### src/rtl/res_buffer_ctrl.sv
// res_buffer_ctrl: feeds an N-result job into the 4-entry row buffer and writes each filled row out.
// Latency: a push lands in the buffer on the accepting edge; a full row costs 4 push + 1 write + 1 clear cycles.
// Backpressure: resReady is high only in COLLECT; WRITE holds wrReq (and a stable wrAddr) until wrAck.
// Ports: start/numRes launch a job; resValid/resIn/resReady is the producer handshake;
//   bufEn/bufData/bufClear/bufFull drive and observe the buffer; wrReq/wrAddr/wrAck is the
//   row write handshake; busy/done/err report job status (err is sticky until the next start).
module res_buffer_ctrl #(
  parameter int          CNT_W     = 10,
  parameter int          ADDR_W    = 8,
  parameter int unsigned BASE_ADDR = 0
) (
  input  logic              clk,
  input  logic              rst,
  input  logic              start,
  input  logic [CNT_W-1:0]  numRes,
  input  logic              resValid,
  input  logic [7:0]        resIn,
  output logic              resReady,
  output logic              bufEn,
  output logic [7:0]        bufData,
  output logic              bufClear,
  input  logic              bufFull,
  output logic              wrReq,
  output logic [ADDR_W-1:0] wrAddr,
  input  logic              wrAck,
  output logic              busy,
  output logic              done,
  output logic              err
);

  localparam logic [ADDR_W-1:0] BASE = ADDR_W'(BASE_ADDR);

  typedef enum logic [2:0] {
    S_IDLE,
    S_COLLECT,
    S_PAD,
    S_WRITE,
    S_CLEAR,
    S_DONE
  } state_t;

  state_t            state;
  state_t            state_nxt;
  logic [CNT_W-1:0]  remaining;
  logic [1:0]        lane;
  logic              push;
  logic              last_lane;

  // A push happens on every PAD cycle and on accepted producer beats in COLLECT.
  assign push      = ((state == S_COLLECT) && resValid) || (state == S_PAD);
  assign last_lane = (lane == 2'd3);

  // State register.
  always_ff @(posedge clk or posedge rst) begin
    if (rst) begin
      state <= S_IDLE;
    end else begin
      state <= state_nxt;
    end
  end

  // Job bookkeeping: result countdown, buffer lane, row address and the sticky error.
  always_ff @(posedge clk or posedge rst) begin
    if (rst) begin
      remaining <= '0;
      lane      <= '0;
      wrAddr    <= BASE;
      err       <= 1'b0;
    end else begin
      if ((state == S_IDLE) && start) begin
        remaining <= numRes;
        lane      <= '0;
        wrAddr    <= BASE;
        err       <= 1'b0;
      end
      if (push) begin
        lane <= lane + 2'd1;
        if (state == S_COLLECT) begin
          remaining <= remaining - CNT_W'(1);
        end
        // The 4th push of a row must see the buffer holding three entries already.
        if (last_lane && !bufFull) begin
          err <= 1'b1;
        end
      end
      if ((state == S_WRITE) && wrAck) begin
        wrAddr <= wrAddr + ADDR_W'(1);
      end
    end
  end

  // Next-state logic.
  always_comb begin
    state_nxt = state;
    case (state)
      S_IDLE: begin
        if (start) begin
          state_nxt = (numRes == '0) ? S_DONE : S_COLLECT;
        end
      end
      S_COLLECT: begin
        if (resValid) begin
          // A row that fills on the last result goes straight to WRITE without padding.
          if (last_lane) begin
            state_nxt = S_WRITE;
          end else if (remaining == CNT_W'(1)) begin
            state_nxt = S_PAD;
          end
        end
      end
      S_PAD: begin
        if (last_lane) begin
          state_nxt = S_WRITE;
        end
      end
      S_WRITE: begin
        if (wrAck) begin
          state_nxt = S_CLEAR;
        end
      end
      S_CLEAR: begin
        state_nxt = (remaining == '0) ? S_DONE : S_COLLECT;
      end
      S_DONE: begin
        state_nxt = S_IDLE;
      end
      default: begin
        state_nxt = S_IDLE;
      end
    endcase
  end

  // Outputs: Moore strobes, except the COLLECT push which follows resValid/resIn directly.
  always_comb begin
    resReady = (state == S_COLLECT);
    bufEn    = push;
    bufData  = ((state == S_COLLECT) && resValid) ? resIn : 8'h00;
    bufClear = (state == S_CLEAR);
    wrReq    = (state == S_WRITE);
    busy     = (state != S_IDLE);
    done     = (state == S_DONE);
  end

endmodule

### config.mk
export PLATFORM = sky130hd
export DESIGN_NAME = res_buffer_ctrl
export DESIGN_NICKNAME = d
export VERILOG_FILES = /design/src/rtl/res_buffer_ctrl.sv
export SDC_FILE = /design/constraint.sdc
export NUM_CORES = 1
export LEC_CHECK = 0
export ABC_CLOCK_PERIOD_IN_PS = 5300
export BUFFER_PORTS_ARGS = -buffer_cell sky130_fd_sc_hd__buf_4
export CAP_MARGIN = 25
export CORE_ASPECT_RATIO = 1.1
export CORE_MARGIN = 3
export CORE_UTILIZATION = 54
export CTS_BUF_LIST = sky130_fd_sc_hd__clkbuf_16
export DETAILED_ROUTE_END_ITERATION = 8
export PLACE_DENSITY = 0.81
export SKIP_CTS_REPAIR_TIMING = 1
export SLEW_MARGIN = 40
export SYNTH_ARGS = -nofsm -noshare
export SYNTH_HDL_FRONTEND = slang
export SYNTH_SLANG_ARGS = --single-unit
export TNS_END_PERCENT = 20
### constraint.sdc
create_clock -name clk -period 5.3 [get_ports clk]
set_input_delay 0.53 -clock clk [delete_from_list [all_inputs] [get_ports clk]]
set_output_delay 0.53 -clock clk [all_outputs]
set_load 0.01 [all_outputs]
# --- Word level (Yosys, flattened, before mapping) ---
# Index checks and enable logic that the tools add are counted.
word_totals:
  in_bits: 24
  wordCells: 53
  output_inout_bits: 23
  ff_bits: 24
op_classes:
  n_addsub: 3
  eq_ne: 12
  n_mux: 20
  reduce_logical: 13
op_table:
  columns: ["op", "n"]
  rows:
  - ["10-bit two-way mux", 3]
  - ["3-bit two-way mux", 8]
  - ["8-bit two-way mux", 3]
  - ["10-bit logical NOT", 2]
  - ["3-bit case mux with 5 select lines", 1]
  - ["10-bit by 1-bit == test with 1-bit output, second input constant", 1]
  - ["10-bit by 1-bit subtractor with 10-bit output, second input constant", 1]
  - ["8-bit by 1-bit adder with 8-bit output, second input constant", 1]
  - ["3-bit by 2-bit == test with 1-bit output, second input constant", 2]
  - ["3-bit == test, second input constant", 2]
  - ["2-bit inequality test, second input constant", 3]
  - ["5-bit AND reduction", 1]
  - ["1-bit logical AND", 4]
  - ["2-bit two-way mux", 2]
  - ["2-bit nonzero test", 2]
  - ["3-bit by 1-bit == test with 1-bit output, second input constant", 1]
  - ["3-bit logical NOT", 1]
  - ["1-bit two-way mux", 3]
  - ["3-bit by 1-bit inequality test with 1-bit output, second input constant", 1]
  - ["3-bit nonzero test", 1]
  - ["2-bit by 1-bit adder with 2-bit output, second input constant", 1]
  - ["2-bit == test, second input constant", 1]
  - ["2-bit by 1-bit inequality test with 1-bit output, second input constant", 1]
  - ["1-bit logical NOT", 1]
  - ["1-bit logical OR", 1]

# --- Logic depth before layout (Yosys ltp) ---
logic_depth:
  word_depth: 5
  depth_mapped: 6
  ltp_nobuf: 6

# --- Worst setup path before layout ---
# Ideal clock, no wire load.
synth_path:
  path_kind: "reg2out"
  start: "register state[1]"
  end: "output port bufData[0]"
  path_slack_ps: 3257
  path_stages_with_launch: 6
  required_time_ps: 4770
  t_arrival_ps: 1513
  path_cell_list: "dfrtp_1 buf_2 and4bb_2 clkbuf_1 clkbuf_1 and2_1"
synth_between:
  elab_chain_cells: 3
synth_lines:
  columns: ["item", "line_no", "text"]
  rows:
  - ["from (decl)", "42", "state_t state;"]
  - ["from (signal assigned)", "58", "state <= state_nxt;"]
  - ["3-bit by 1-bit == test with 1-bit output", "137", "bufData = ((state == S_COLLECT) && resValid) ? resIn : 8'h00;"]
  - ["1-bit logical AND", "137", null]
  - ["8-bit two-way mux", "137", null]
  - ["to (decl)", "20", "output logic [7:0] bufData,"]
# Every way passes these cells.

# --- Worst setup path in the final report ---
# Ends and elaborated chain as after synthesis.

==> impl_metrics.toml <==
[routing]
first_pass_iters = 4
via_count = 1522
vias_per_cell = 6.315
routed_wl_um = 3922
drc = 0
drtIter0Drc = 64
antenna_left = 0
wl_per_cell_um = 16.27

[logic_synthesis]
synth.avg_cell_area_um2 = 8.914
synthTopCellsByArea = "dfrtp_1, nor2_1, nand2_1"
ys.flop_type = "dfrtp_1"
synth_common_cells = "dfrtp_1, nor2_1, nand2_1"
yosysMostFrequentCell = "dfrtp_1"
synthCells = 169
synthesis.nets = 197
synth_edf_count = 0
ys_ff_latch = 24
ys_warn_count = 0
synth_top_area_cell = "dfrtp_1"
synth_top_area_share_pct = 39.87
ys_types = 44
ys_seq_area_share_pct = 39.87
synth_area_mm2 = 0.001506
synthArstFlopShare_pct = 100.0

[critical_path]
crit_type = "register to primary output"
end_kind = "primary output"
cp_max_fo = 22
crit_arrival_ns = 1.83
cp-start-kind = "register"
critPathRequiredTime_ns = 4.77

[power_and_ir_drop]
power.leakage_nw = 0.8808
vdd_drop_max_v = 0.0003770
power_density_mw_per_mm2 = 492.5

[hold_path]
hp-class = "primary input to asynchronous set/reset pin"

[floorplanning]
fp.dieArea_mm2 = 0.003460
die_w_um = 56.36
die_h_um = 61.40
ios = 47
rows = 19
initial_utilization_pct = 58.14
core_area_mm2 = 0.002591

[layout]
n_antenna_cell = 0
drive_above_1_share_pct = 29.05
fin_cells = 241
syn2layout_area_growth_pct = 28.24
fillers = 184
fin_nets = 239

[global_route]
grt_pass1_vias = 1477
grt_antenna_before_repair = 0
grt_pass1_wl_um = 6589
grt_start_max_net_pins = 25
grt-ovfl-total = 0
track_usage_pct = 24.17

[timing]
slew_violations = 0
hold_viol = 0
setup_viol = 0
clock.fmax_ghz = 0.4242
maxSlewHeadroom_pct = 49.08
fin_setup_tns_ns = 0
worst_pin_slew_ns = 0.7580
fin_skew_ns = 0.004418
rsz0062_at_grt = "no"
finalCritPeriodShare_pct = 44.48
post-route-min-period_ns = 2.357
holdWs_ns = 0.3055

[clock_tree]
cts_tree = "built"
clk_pin_slew_ns = 0.06
cts_buffers = 3
cts.path.max_buffers = 2
htree_levels = 1
insertion_delay_ns = 0.26
clock-sinks = 24
clock-root-buffer = "clkbuf_16"

[flow_run]
drv_cap = 0

[placement]
io_buffers = 46
dp.cells = 237
globalplace.congestion = 0.8144
place_hpwl_um = 2874

[outcome]
status = "finished, final reports clean"
-- worst max-delay path, cell delays in order, from the launching register on --
cell	delay, ns
dfrtp_1	0.57
and4bb_2	0.65
and2_1	0.22
buf_4	0.13
-- flip-flops by register name, indices dropped and copies added (netlist names) --
| signal | count |
|---|---|
| remaining | 10 |
| wrAddr | 8 |
| state | 3 |
| lane | 2 |
| err | 1 |
-- placed cells by master (no fill, tap or decap), types with 2 or more instances in the layout --
cell type and instances:
o31ai_1 2, inv_1 5, ha_1 4, nand3_1 9, o221a_2 4, a21oi_1 9
nor3b_1 4, nand4b_1 2, nor4_1 3, o21ai_0 7, a31oi_1 2, and2_1 9
a32o_1 2, nor2_1 18, mux2i_1 4, nand2_1 17, clkbuf_16 3, dfrtp_1 24
nand2b_1 3, a311oi_1 4, buf_4 46, nor3_1 3, a211oi_1 2, and3_1 2
-- stage by stage --
step                      instance area, um^2  total power, mW  worst slack (ns)  utilization (%)
after global routing                     1932            1.030             2.828            74.55
after CTS                                1932           0.9484             2.962            74.55
after detailed placement                 1853           0.7798             3.210            71.51
after floorplan                          1506           0.6333             3.257                -
final                                    1932           0.9514             2.943            74.55
after global placement                   1853           0.7574             3.279            71.51
-- logic make-up after synthesis --
family	count (synthesis)	share of synthesized area, %
and+or+nand+nor	80	29.90
AOI/OAI and AO/OA	41	19.52
DFF	24	39.87
buffers and inverters	15	3.986
muxes	5	3.405
adders and majority gates	4	3.322
-- power breakdown --
group          internal, mW  total [mW]  switching, mW
registers             0.247       0.351          0.103
clock network         0.101       0.163         0.0624
logic                 0.211       0.437          0.226
-- metal layers --
metal  wire [um]  share of wire, %  up-vias  global-route usage, %
li1            -                 -      708                      -
met3         218               5.6       10                  3.354
met4          76               1.9        0                  9.153
met2        2034                52       75                  43.74
met1        1593                41      729                  29.89
met5           0                 0        -                      0
-- layout make-up --
cell class              instances  area, um^2  area share [%]
clock buffers                   3       75.07           3.886
inverters                       6       22.52           1.166
flip-flops and latches         24       600.6           31.09
multi-input cells             130       845.8           43.78
repair buffers                 46       345.3           17.88
well taps                      31       38.79           2.008
clock inverters                 1       3.754          0.1943
-- final timing paths --
check / cells past startpoint / endpoint / slack (ns) / startpoint
max: 3 / bufData[0] / 2.94 / state[1]
min: 2 / wrAddr[7] / 0.31 / rst
max reg2reg: 4 / remaining[4] / 3.18 / state[1]
min reg2reg: 1 / wrAddr[7] / 0.50 / wrAddr[7]
max in group asynchronous: 2 / state[0] / 4.65 / rst
min in group clk: 1 / wrAddr[7] / 0.50 / wrAddr[7]
No activity file was read; power rests on OpenSTA's default activity.
